===== config.mk =====
export PLATFORM = sky130hd
export DESIGN_NAME = fsic_serdes_link_ctrl
export DESIGN_NICKNAME = d
export VERILOG_FILES = /design/src/rtl/fsic_serdes_link_ctrl.sv
export SDC_FILE = /design/constraint.sdc
export NUM_CORES = 1
export LEC_CHECK = 0
export BUFFER_PORTS_ARGS = -buffer_cell sky130_fd_sc_hd__buf_2
export CORE_MARGIN = 4
export CORE_UTILIZATION = 40
export DETAILED_ROUTE_END_ITERATION = 8
export GPL_ROUTABILITY_DRIVEN = 0
export PLACE_DENSITY_LB_ADDON = 0.2
export SYNTH_ARGS = -nofsm -noshare
export SYNTH_HDL_FRONTEND = slang
export SYNTH_SLANG_ARGS = --single-unit
export TNS_END_PERCENT = 1

===== constraint.sdc =====
create_clock -name axi_clk -period 6.25 [get_ports axi_clk]
set_input_delay 1.25 -clock axi_clk [delete_from_list [all_inputs] [get_ports axi_clk]]
set_output_delay 1.25 -clock axi_clk [all_outputs]
set_load 0.03 [all_outputs]

===== src/rtl/fsic_serdes_link_ctrl.sv =====
// fsic_serdes_link_ctrl
// AXI-Lite master sequencer that brings up the IO serdes link: writes rxen
// (0x1) to the serdes control register, waits a programmable guard time,
// writes txen (0x3), then optionally reads the register back to confirm.
//
// Build option:
//   FSIC_LINK_CTRL_READBACK_EN - when defined, the txen write is followed by
//   a readback of offset 0; a value without both enables set triggers a
//   retry of the txen write (up to pMAX_RETRY times). When undefined, the
//   txen write completion finishes the sequence and the read channel is idle.
module fsic_serdes_link_ctrl #(
    parameter int pADDR_WIDTH = 10,
    parameter int pDATA_WIDTH = 32,
    parameter int pTIMEOUT    = 255,
    parameter int pMAX_RETRY  = 3
) (
    input  logic                     axi_clk,
    input  logic                     axi_reset_n,
    input  logic                     start,
    input  logic [15:0]              guard_cycles,
    output logic                     busy,
    output logic                     done,
    output logic                     error,
    output logic                     cc_is_enable,
    output logic                     m_awvalid,
    output logic [pADDR_WIDTH-1:0]   m_awaddr,
    input  logic                     m_awready,
    output logic                     m_wvalid,
    output logic [pDATA_WIDTH-1:0]   m_wdata,
    output logic [pDATA_WIDTH/8-1:0] m_wstrb,
    input  logic                     m_wready,
    output logic                     m_arvalid,
    output logic [pADDR_WIDTH-1:0]   m_araddr,
    input  logic                     m_arready,
    input  logic                     m_rvalid,
    input  logic [pDATA_WIDTH-1:0]   m_rdata,
    output logic                     m_rready
);

    localparam int         SW       = pDATA_WIDTH / 8;
    // Wait counter value at which the next pending cycle would hit the limit
    localparam logic [7:0] TMO_LAST = 8'(pTIMEOUT - 1);

    typedef enum logic [2:0] {
        S_IDLE, S_WR_RX, S_GUARD, S_WR_TX, S_RD_ADDR, S_RD_DATA, S_DONE, S_ERR
    } state_t;

    state_t      state, state_n;
    logic        aw_ok, w_ok;        // channel already handshaked in this write
    logic [15:0] guard_lat, guard_cnt;
    logic [7:0]  wait_cnt;
    logic        done_q, error_q;
    logic        wr_st, aw_fin, w_fin, tmo, pending;

`ifdef FSIC_LINK_CTRL_READBACK_EN
    localparam int RW = (pMAX_RETRY < 1) ? 1 : $clog2(pMAX_RETRY + 1);
    logic [RW-1:0] retry_cnt;
    logic          unused_rdata;
    assign unused_rdata = ^m_rdata[pDATA_WIDTH-1:2];
`else
    logic          unused_rd;
    assign unused_rd = ^{m_arready, m_rvalid, m_rdata};
`endif

    assign wr_st   = (state == S_WR_RX) || (state == S_WR_TX);
    assign aw_fin  = aw_ok || (m_awvalid && m_awready);
    assign w_fin   = w_ok  || (m_wvalid  && m_wready);
    assign tmo     = (wait_cnt == TMO_LAST);
    assign pending = wr_st || (state == S_RD_ADDR) || (state == S_RD_DATA);

    // AXI channel drive: valids derive from state and per-channel done flags
    assign m_awvalid = wr_st && !aw_ok;
    assign m_wvalid  = wr_st && !w_ok;
    assign m_awaddr  = '0;
    assign m_araddr  = '0;
    assign m_wdata   = !m_wvalid ? '0 :
                       (state == S_WR_TX) ? pDATA_WIDTH'(3) : pDATA_WIDTH'(1);
    assign m_wstrb   = m_wvalid ? SW'(1) : '0;
`ifdef FSIC_LINK_CTRL_READBACK_EN
    assign m_arvalid = (state == S_RD_ADDR);
    assign m_rready  = (state == S_RD_DATA);
`else
    assign m_arvalid = 1'b0;
    assign m_rready  = 1'b0;
`endif
    assign cc_is_enable = m_awvalid || m_wvalid || m_arvalid || m_rready;
    assign busy         = (state != S_IDLE);
    assign done         = done_q;
    assign error        = error_q;

    // State register
    always_ff @(posedge axi_clk or negedge axi_reset_n) begin
        if (!axi_reset_n) state <= S_IDLE;
        else              state <= state_n;
    end

    // Next-state logic; completion takes priority over timeout
    always_comb begin
        state_n = state;
        case (state)
            S_IDLE:  if (start) state_n = S_WR_RX;
            S_WR_RX: begin
                if (aw_fin && w_fin)
                    state_n = (guard_lat == 16'd0) ? S_WR_TX : S_GUARD;
                else if (tmo)
                    state_n = S_ERR;
            end
            S_GUARD: if (guard_cnt == 16'd0) state_n = S_WR_TX;
            S_WR_TX: begin
                if (aw_fin && w_fin)
`ifdef FSIC_LINK_CTRL_READBACK_EN
                    state_n = S_RD_ADDR;
`else
                    state_n = S_DONE;
`endif
                else if (tmo)
                    state_n = S_ERR;
            end
`ifdef FSIC_LINK_CTRL_READBACK_EN
            S_RD_ADDR: begin
                if (m_arready)  state_n = S_RD_DATA;
                else if (tmo)   state_n = S_ERR;
            end
            S_RD_DATA: begin
                if (m_rvalid) begin
                    if (m_rdata[1:0] == 2'b11)           state_n = S_DONE;
                    else if (retry_cnt == RW'(pMAX_RETRY)) state_n = S_ERR;
                    else                                 state_n = S_WR_TX;
                end else if (tmo) begin
                    state_n = S_ERR;
                end
            end
`endif
            S_DONE:  state_n = S_IDLE;
            S_ERR:   state_n = S_IDLE;
            default: state_n = S_IDLE;
        endcase
    end

    // Handshake tracking and wait counter; both restart on every state entry
    always_ff @(posedge axi_clk or negedge axi_reset_n) begin
        if (!axi_reset_n) begin
            aw_ok    <= 1'b0;
            w_ok     <= 1'b0;
            wait_cnt <= 8'd0;
        end else if (state_n != state) begin
            aw_ok    <= 1'b0;
            w_ok     <= 1'b0;
            wait_cnt <= 8'd0;
        end else begin
            if (m_awvalid && m_awready) aw_ok <= 1'b1;
            if (m_wvalid && m_wready)   w_ok  <= 1'b1;
            if (pending)                wait_cnt <= wait_cnt + 8'd1;
        end
    end

    // Guard latch and down-counter; GUARD lasts exactly guard_lat cycles
    always_ff @(posedge axi_clk or negedge axi_reset_n) begin
        if (!axi_reset_n) begin
            guard_lat <= 16'd0;
            guard_cnt <= 16'd0;
        end else begin
            if (state == S_IDLE && start) guard_lat <= guard_cycles;
            if (state == S_WR_RX && state_n == S_GUARD)
                guard_cnt <= guard_lat - 16'd1;
            else if (state == S_GUARD && guard_cnt != 16'd0)
                guard_cnt <= guard_cnt - 16'd1;
        end
    end

    // Sticky status: cleared by an accepted start, set on entry to DONE/ERR
    always_ff @(posedge axi_clk or negedge axi_reset_n) begin
        if (!axi_reset_n) begin
            done_q  <= 1'b0;
            error_q <= 1'b0;
        end else begin
            if (state == S_IDLE && start) begin
                done_q  <= 1'b0;
                error_q <= 1'b0;
            end
            if (state_n == S_DONE && state != S_DONE) done_q  <= 1'b1;
            if (state_n == S_ERR  && state != S_ERR)  error_q <= 1'b1;
        end
    end

`ifdef FSIC_LINK_CTRL_READBACK_EN
    // Readback retry counter
    always_ff @(posedge axi_clk or negedge axi_reset_n) begin
        if (!axi_reset_n)
            retry_cnt <= '0;
        else if (state == S_IDLE && start)
            retry_cnt <= '0;
        else if (state == S_RD_DATA && state_n == S_WR_TX)
            retry_cnt <= retry_cnt + RW'(1);
    end
`endif

endmodule


* Word level (Yosys, flattened, before mapping) *
Index checks and enable logic that the tools add are counted.

operators by class
  divide/modulo/power cells = 0
  add/sub/neg operators = 3
  order comparisons = 0
  reduce and logical (&&, ||, !) cells = 29
  multipliers = 0
  mux-type cells = 21
  bitwise gates (word level) = 0
  equal/unequal tests = 12
  shift-type cells = 0

operators by type and width
  operator                 count
  $logic_not A16 Y1        2
  $mux W16                 2
  $sub A16 B1 Y16 const B  2
  $mux W8                  2
  $reduce_bool A16 Y1      1
  $mux W3                  5
  $eq A3 B3 Y1 const B     4
  $pmux W3 S4              1
  $reduce_bool A2 Y1       6
  $logic_and A1 B1 Y1      10
  $eq A3 B2 Y1 const B     3
  $mux W1                  9
  $add A8 B1 Y8 const B    1
  $eq A8 B8 Y1 const B     1
  $logic_or A1 B1 Y1       6
  $ne A3 B3 Y1 const B     2
  $mux W2                  2
  $eq A3 B1 Y1 const B     1
  $logic_not A3 Y1         1
  $ne A3 B3 Y1             1
  $reduce_bool A3 Y1       1
  $logic_not A1 Y1         2

storage, ports and cells
  RAM bits = 0
  output and inout port bits = 64
  bits in registers = 47
  bits in read-only memories = 0
  bits in latches = 0
  memories = 0

* Longest topological paths before layout *
  depth in word-level cells = 11
  mapped depth = 12
  depth with buffers taken out = 11

* Least setup slack after synthesis *
No wires, ideal clock.

  path type = input -> register
  from = input m_awready
  to = register guard_cnt[6]
  arrival time = 3.855 ns
  data required time = 6.117 ns
  cell stages on the path = 12
  path buffers = 1
  path slack = 2.262 ns
  cell sequence = o22a_1 nand2_1 a21oi_1 clkbuf_1 mux2i_1 ha_1 nand2_1 nor2_1 mux2_4 o21ai_1 a2111oi_2 nor3_1

between the ends
  longest elaborated chain between the ends = 8
  elaborated cells on any way between the ends = 10

RTL lines
  element                                         line      source
  start: declaration                              27        input logic m_awready,
  $logic_and A1 B1 Y1 *                           66        assign aw_fin = aw_ok || (m_awvalid && m_awready);
  $logic_or A1 B1 Y1 *                            66
  $logic_and A1 B1 Y1 *                           103, 110
  $mux W3 (on tied branches)                      110, 103
  $pmux W3 S4 *                                   100       case (state)
  $eq A3 B2 Y1 *                                  164       if (state == S_WR_RX && state_n == S_GUARD)
  $logic_and A1 B1 Y1 *                           164
  $mux W16 or $reduce_bool A2 Y1 (tied branches)  --
  end signal: assignment                          165       guard_cnt <= guard_lat - 16'd1;
  end signal: assignment                          167       guard_cnt <= guard_cnt - 16'd1;
  end: declaration                                50        logic [15:0] guard_lat, guard_cnt;

Every way passes the cells marked *; elsewhere a longest branch is shown, timed or not.
A chain may end at the register's enable or synchronous reset.

* Final worst setup path *
  from = input m_awready
  to = register guard_cnt[14]

Same word-level chain as after synthesis.

==> impl_summary.log <==
[metrics] outcome: finished, final reports clean
[metrics] hold slack final: 488 ps
[metrics] depth of the worst hold-timing path: 2
[metrics] worst ir drop on vdd: 147 uV
[metrics] die outline area: 0.00960 sq mm
[metrics] commonest non-fill, non-tap cell in the layout: sky130_fd_sc_hd__nand2_1
[metrics] share of the cycle needed by the critical path after routing: between 60 and 70%
[metrics] total number of placement rows: 32
[metrics] die outline width: 98.0 microns
[metrics] number of design rule violations left after detail routing: 0
[metrics] buffer cell driving the clock tree root: sky130_fd_sc_hd__clkbuf_8
[metrics] Sequential Area: 0.00118 sq mm
[metrics] 1st-iter DRT viols: 133
[metrics] proportion of netlist area held by the largest area contributor: 36.3%
[metrics] total global routing track utilization: 14.8%
[metrics] number of fillers in the final layout: 800
[metrics] Post-Syn Area: ~0.0032 sq mm
[metrics] number of diodes added for antenna fixing: 0
[metrics] cell at the slowest stage of the critical path: sky130_fd_sc_hd__nor2_1
[metrics] post-synthesis sequential element count: 47
[metrics] core outline area: just under 0.008 sq mm
[metrics] CTS buffer count: 5
[metrics] RSZ-0062 raised after global routing: no
[metrics] via density per instance: ~5
[metrics] Final Routed Wirelength: 7030 microns
[metrics] cell taking the most area after synthesis: sky130_fd_sc_hd__dfrtp_1
[metrics] hold path endpoint: done$_DFFE_PN0P_
[metrics] Crit Path Class: primary input to register
[metrics] buffers inserted by post-CTS timing repair: 0
[metrics] most used flip-flop cell after synthesis: sky130_fd_sc_hd__dfrtp_1
[metrics] vias in the first global route: 2466
[metrics] dpl hpwl: between 5000 and 6000 microns
[metrics] latest clock arrival within the worst-skew pair: approximately 300 ps
[metrics] pin count of the biggest net entering global routing: 48
[metrics] TritonRoute pass-1 iters: 4
[metrics] count of clock tree sinks: 47
[metrics] total power density per cell area: roughly 450 mW/mm^2
[metrics] number of synthesized flops with an enable pin: 0
[metrics] Post-Route Skew: 5.93 ps
[metrics] wire length per cell after detailed routing: 13.5 microns
[metrics] net count reported at finish: 477
[metrics] cells traversed along the worst timing path: buf_2, o22a_1, nand2_1, a21oi_1, buf_4, mux2i_1, ha_1, nand2_1, nor2_1, mux2i_1, nor2_1, nor4b_1, nor4_2
[metrics] relative max-transition margin: 51.2%
[metrics] capture instance of the worst register-to-register path: guard_cnt[14]$_DFFE_PN0P_
[metrics] number of gates given a new drive strength after cts: 0
[metrics] count of final max-slew check failures: 0
[metrics] worst path buffer plus inverter count: 2
[metrics] antenna violations before repair: 0
[metrics] Pleak: 1.58 nW
[metrics] growth of design area from synthesis to finish: 3.75%
[metrics] Max Clk Rate: between 0.2 and 0.3 GHz
[metrics] crit end category: register
[metrics] cts-stage hold buffer count: 0
[metrics] fraction of final layout cells with drive strength greater than 1: ~14%
[metrics] Worst Hold Launch: done$_DFFE_PN0P_
[metrics] number of routed nets with antenna violations: 0
[metrics] Final setup violation count: 0
[metrics] number of port buffers: 29
[metrics] total congestion overflow: 0
[metrics] kind of start point of the critical path: primary input
[metrics] number of standard cells after synthesis: 393
[metrics] routed vias: ~2700
[metrics] share of flip-flops with an asynchronous set or reset: 100%
[metrics] CP Data Required Time: ~6400 ps
[metrics] post-synthesis cell type count: 56
[metrics] number of cells on the worst reg-to-reg path: 12
[metrics] TritonCTS clock tree: done
[metrics] top library cells by usage in the layout, fill and taps aside: 76 x sky130_fd_sc_hd__nand2_1, 55 x sky130_fd_sc_hd__conb_1, 47 x sky130_fd_sc_hd__dfrtp_1
[metrics] crit-path max cell delay: ~440 ps
[metrics] multi-input combinational cell area: roughly 0.0018 sq mm
[metrics] dominant cells by area after synthesis: sky130_fd_sc_hd__dfrtp_1 36%, sky130_fd_sc_hd__buf_4 13%, sky130_fd_sc_hd__nand2_1 8.8%, sky130_fd_sc_hd__nor2_1 4.8%, sky130_fd_sc_hd__a21oi_1 3.1%
[metrics] Total Neg Setup Slack: 0 ps
[metrics] share of synthesized area occupied by flip-flops and latches: a little over a third
[metrics] Non-Filler Cell Area, Final: 0.00336 sq mm
[metrics] mean instance size in the synthesized netlist: 8.24 sq um
[metrics] Least-Margin Pin Slew: 730 ps
[metrics] largest driver fanout on the critical path: 18
[metrics] post-detailed-placement cell area: roughly 0.0033 sq mm
[metrics] Hold Violations, Final: 0
[metrics] synth warn: 0
[metrics] clock transition at the registers of the reported paths: 90 ps
[metrics] source of the worst register-to-register timing path: state[0]$_DFF_PN0_
[metrics] Worst Hold Class: register to register
[metrics] crit-path leading delay family: simple AND/OR/NAND/NOR gates
[metrics] first-pass GRT wire length: 11800 microns
[metrics] arrival time of the worst setup path: roughly 4100 ps
[metrics] Max Buffers Root-to-Sink: 2
[metrics] Starting Density: 41.5%
[metrics] IO Count: 119
[metrics] worst reg-to-reg setup slack: 2410 ps
[metrics] Die H: between 90 and 100 microns
[metrics] clock period minus worst slack: 3940 ps
[metrics] H-Tree Level Count: 2
[metrics] Max-cap violations: 0
==> stage by stage <==
| step | cells | power, mW | worst slack, ps | util (%) |
|---|---|---|---|---|
| after floorplan | 447 | 1.16 | 2260 | - |
| after global placement | 514 | 1.31 | 2070 | 41.9 |
| after detailed placement | 514 | 1.33 | 2030 | 41.9 |
| after CTS | 522 | 1.52 | 2350 | 43.0 |
| after global routing | 522 | 1.65 | 1890 | 43.0 |
| final | 522 | 1.51 | 2310 | 43.0 |
==> flip-flops by register name (all words and copies together), names as in the netlist <==
| signal | cells |
|---|---|
| wait_cnt | 8 |
| aw_ok | 1 |
| error | 1 |
| guard_cnt | 16 |
| state | 3 |
| done | 1 |
| w_ok | 1 |
| guard_lat | 16 |
==> routing by layer <==
metal  routed length (microns)  global-route usage, %
met3                       420                   2.86
met4                        39                   3.73
met1                      3220                   20.3
met5                         0                      0
met2                      3350                   23.9
==> tightest hold or removal path, delay by kind of cell (launching register included) <==
kind,cells,cell delay (ps)
AO/OA/AOI/OAI,1,50
flip-flops,1,350
AND/OR/NAND/NOR,1,50
==> final cells by class <==
type	instances	area share (%)
flip-flops and latches	47	35.0
repair buffers	34	5.44
inverters	6	0.670
multi-input cells	325	52.4
well taps	102	3.80
clock inverters	3	0.596
clock buffers	5	2.05
==> worst max-delay path by stage <==
stage / from / endpoint / slack (ps) / depth (start not counted)
floorplan: m_awready / guard_cnt[6]$_DFFE_PN0P_ / 2260 / 12
global placement: m_awready / guard_cnt[14]$_DFFE_PN0P_ / 2070 / 13
detailed placement: m_awready / guard_cnt[14]$_DFFE_PN0P_ / 2030 / 13
CTS: m_awready / guard_cnt[6]$_DFFE_PN0P_ / 2350 / 13
global route: state[0]$_DFF_PN0_ / guard_cnt[14]$_DFFE_PN0P_ / 1890 / 12
finish: m_awready / guard_cnt[14]$_DFFE_PN0P_ / 2310 / 13
==> where the power goes <==
group / internal (mW) / switching (mW) / leakage, nW
logic: 0.259 / 0.470 / 0.945
registers: 0.428 / 0.165 / 0.595
clock network: 0.0780 / 0.107 / 0.0402
total: 0.765 / 0.742 / 1.58
==> cells by family after synthesis <==
family,Yosys count,synth area share [%]
AOI/OAI and AO/OA,74,15.5
xor gates and xnor gates,7,1.89
adders and majority gates,3,1.16
buffers and inverters,75,15.7
DFF,47,36.3
muxes,11,3.75
other,1,0.116
and+or+nand+nor,175,25.6
==> synth_stat cells (3+ instances only) <==
library cell / number
sky130_fd_sc_hd__inv_1: 6
sky130_fd_sc_hd__o22a_1: 4
sky130_fd_sc_hd__nand2b_1: 7
sky130_fd_sc_hd__buf_4: 57
sky130_fd_sc_hd__a31oi_1: 6
sky130_fd_sc_hd__nor4_1: 3
sky130_fd_sc_hd__xor2_1: 4
sky130_fd_sc_hd__ha_1: 3
sky130_fd_sc_hd__buf_2: 5
sky130_fd_sc_hd__nand2_1: 76
sky130_fd_sc_hd__mux2i_1: 8
sky130_fd_sc_hd__o21ai_0: 11
sky130_fd_sc_hd__nand3_1: 6
sky130_fd_sc_hd__a2111oi_0: 3
sky130_fd_sc_hd__dfrtp_1: 47
sky130_fd_sc_hd__xnor2_1: 3
sky130_fd_sc_hd__nand4_1: 4
sky130_fd_sc_hd__o31ai_1: 3
sky130_fd_sc_hd__clkbuf_1: 6
sky130_fd_sc_hd__nand3b_1: 3
sky130_fd_sc_hd__a21oi_1: 20
sky130_fd_sc_hd__nor2_1: 41
sky130_fd_sc_hd__or3_1: 4
sky130_fd_sc_hd__a211oi_1: 6
sky130_fd_sc_hd__nor3_1: 16
sky130_fd_sc_hd__a22oi_1: 3
No activity file was read; power rests on OpenSTA's default activity.
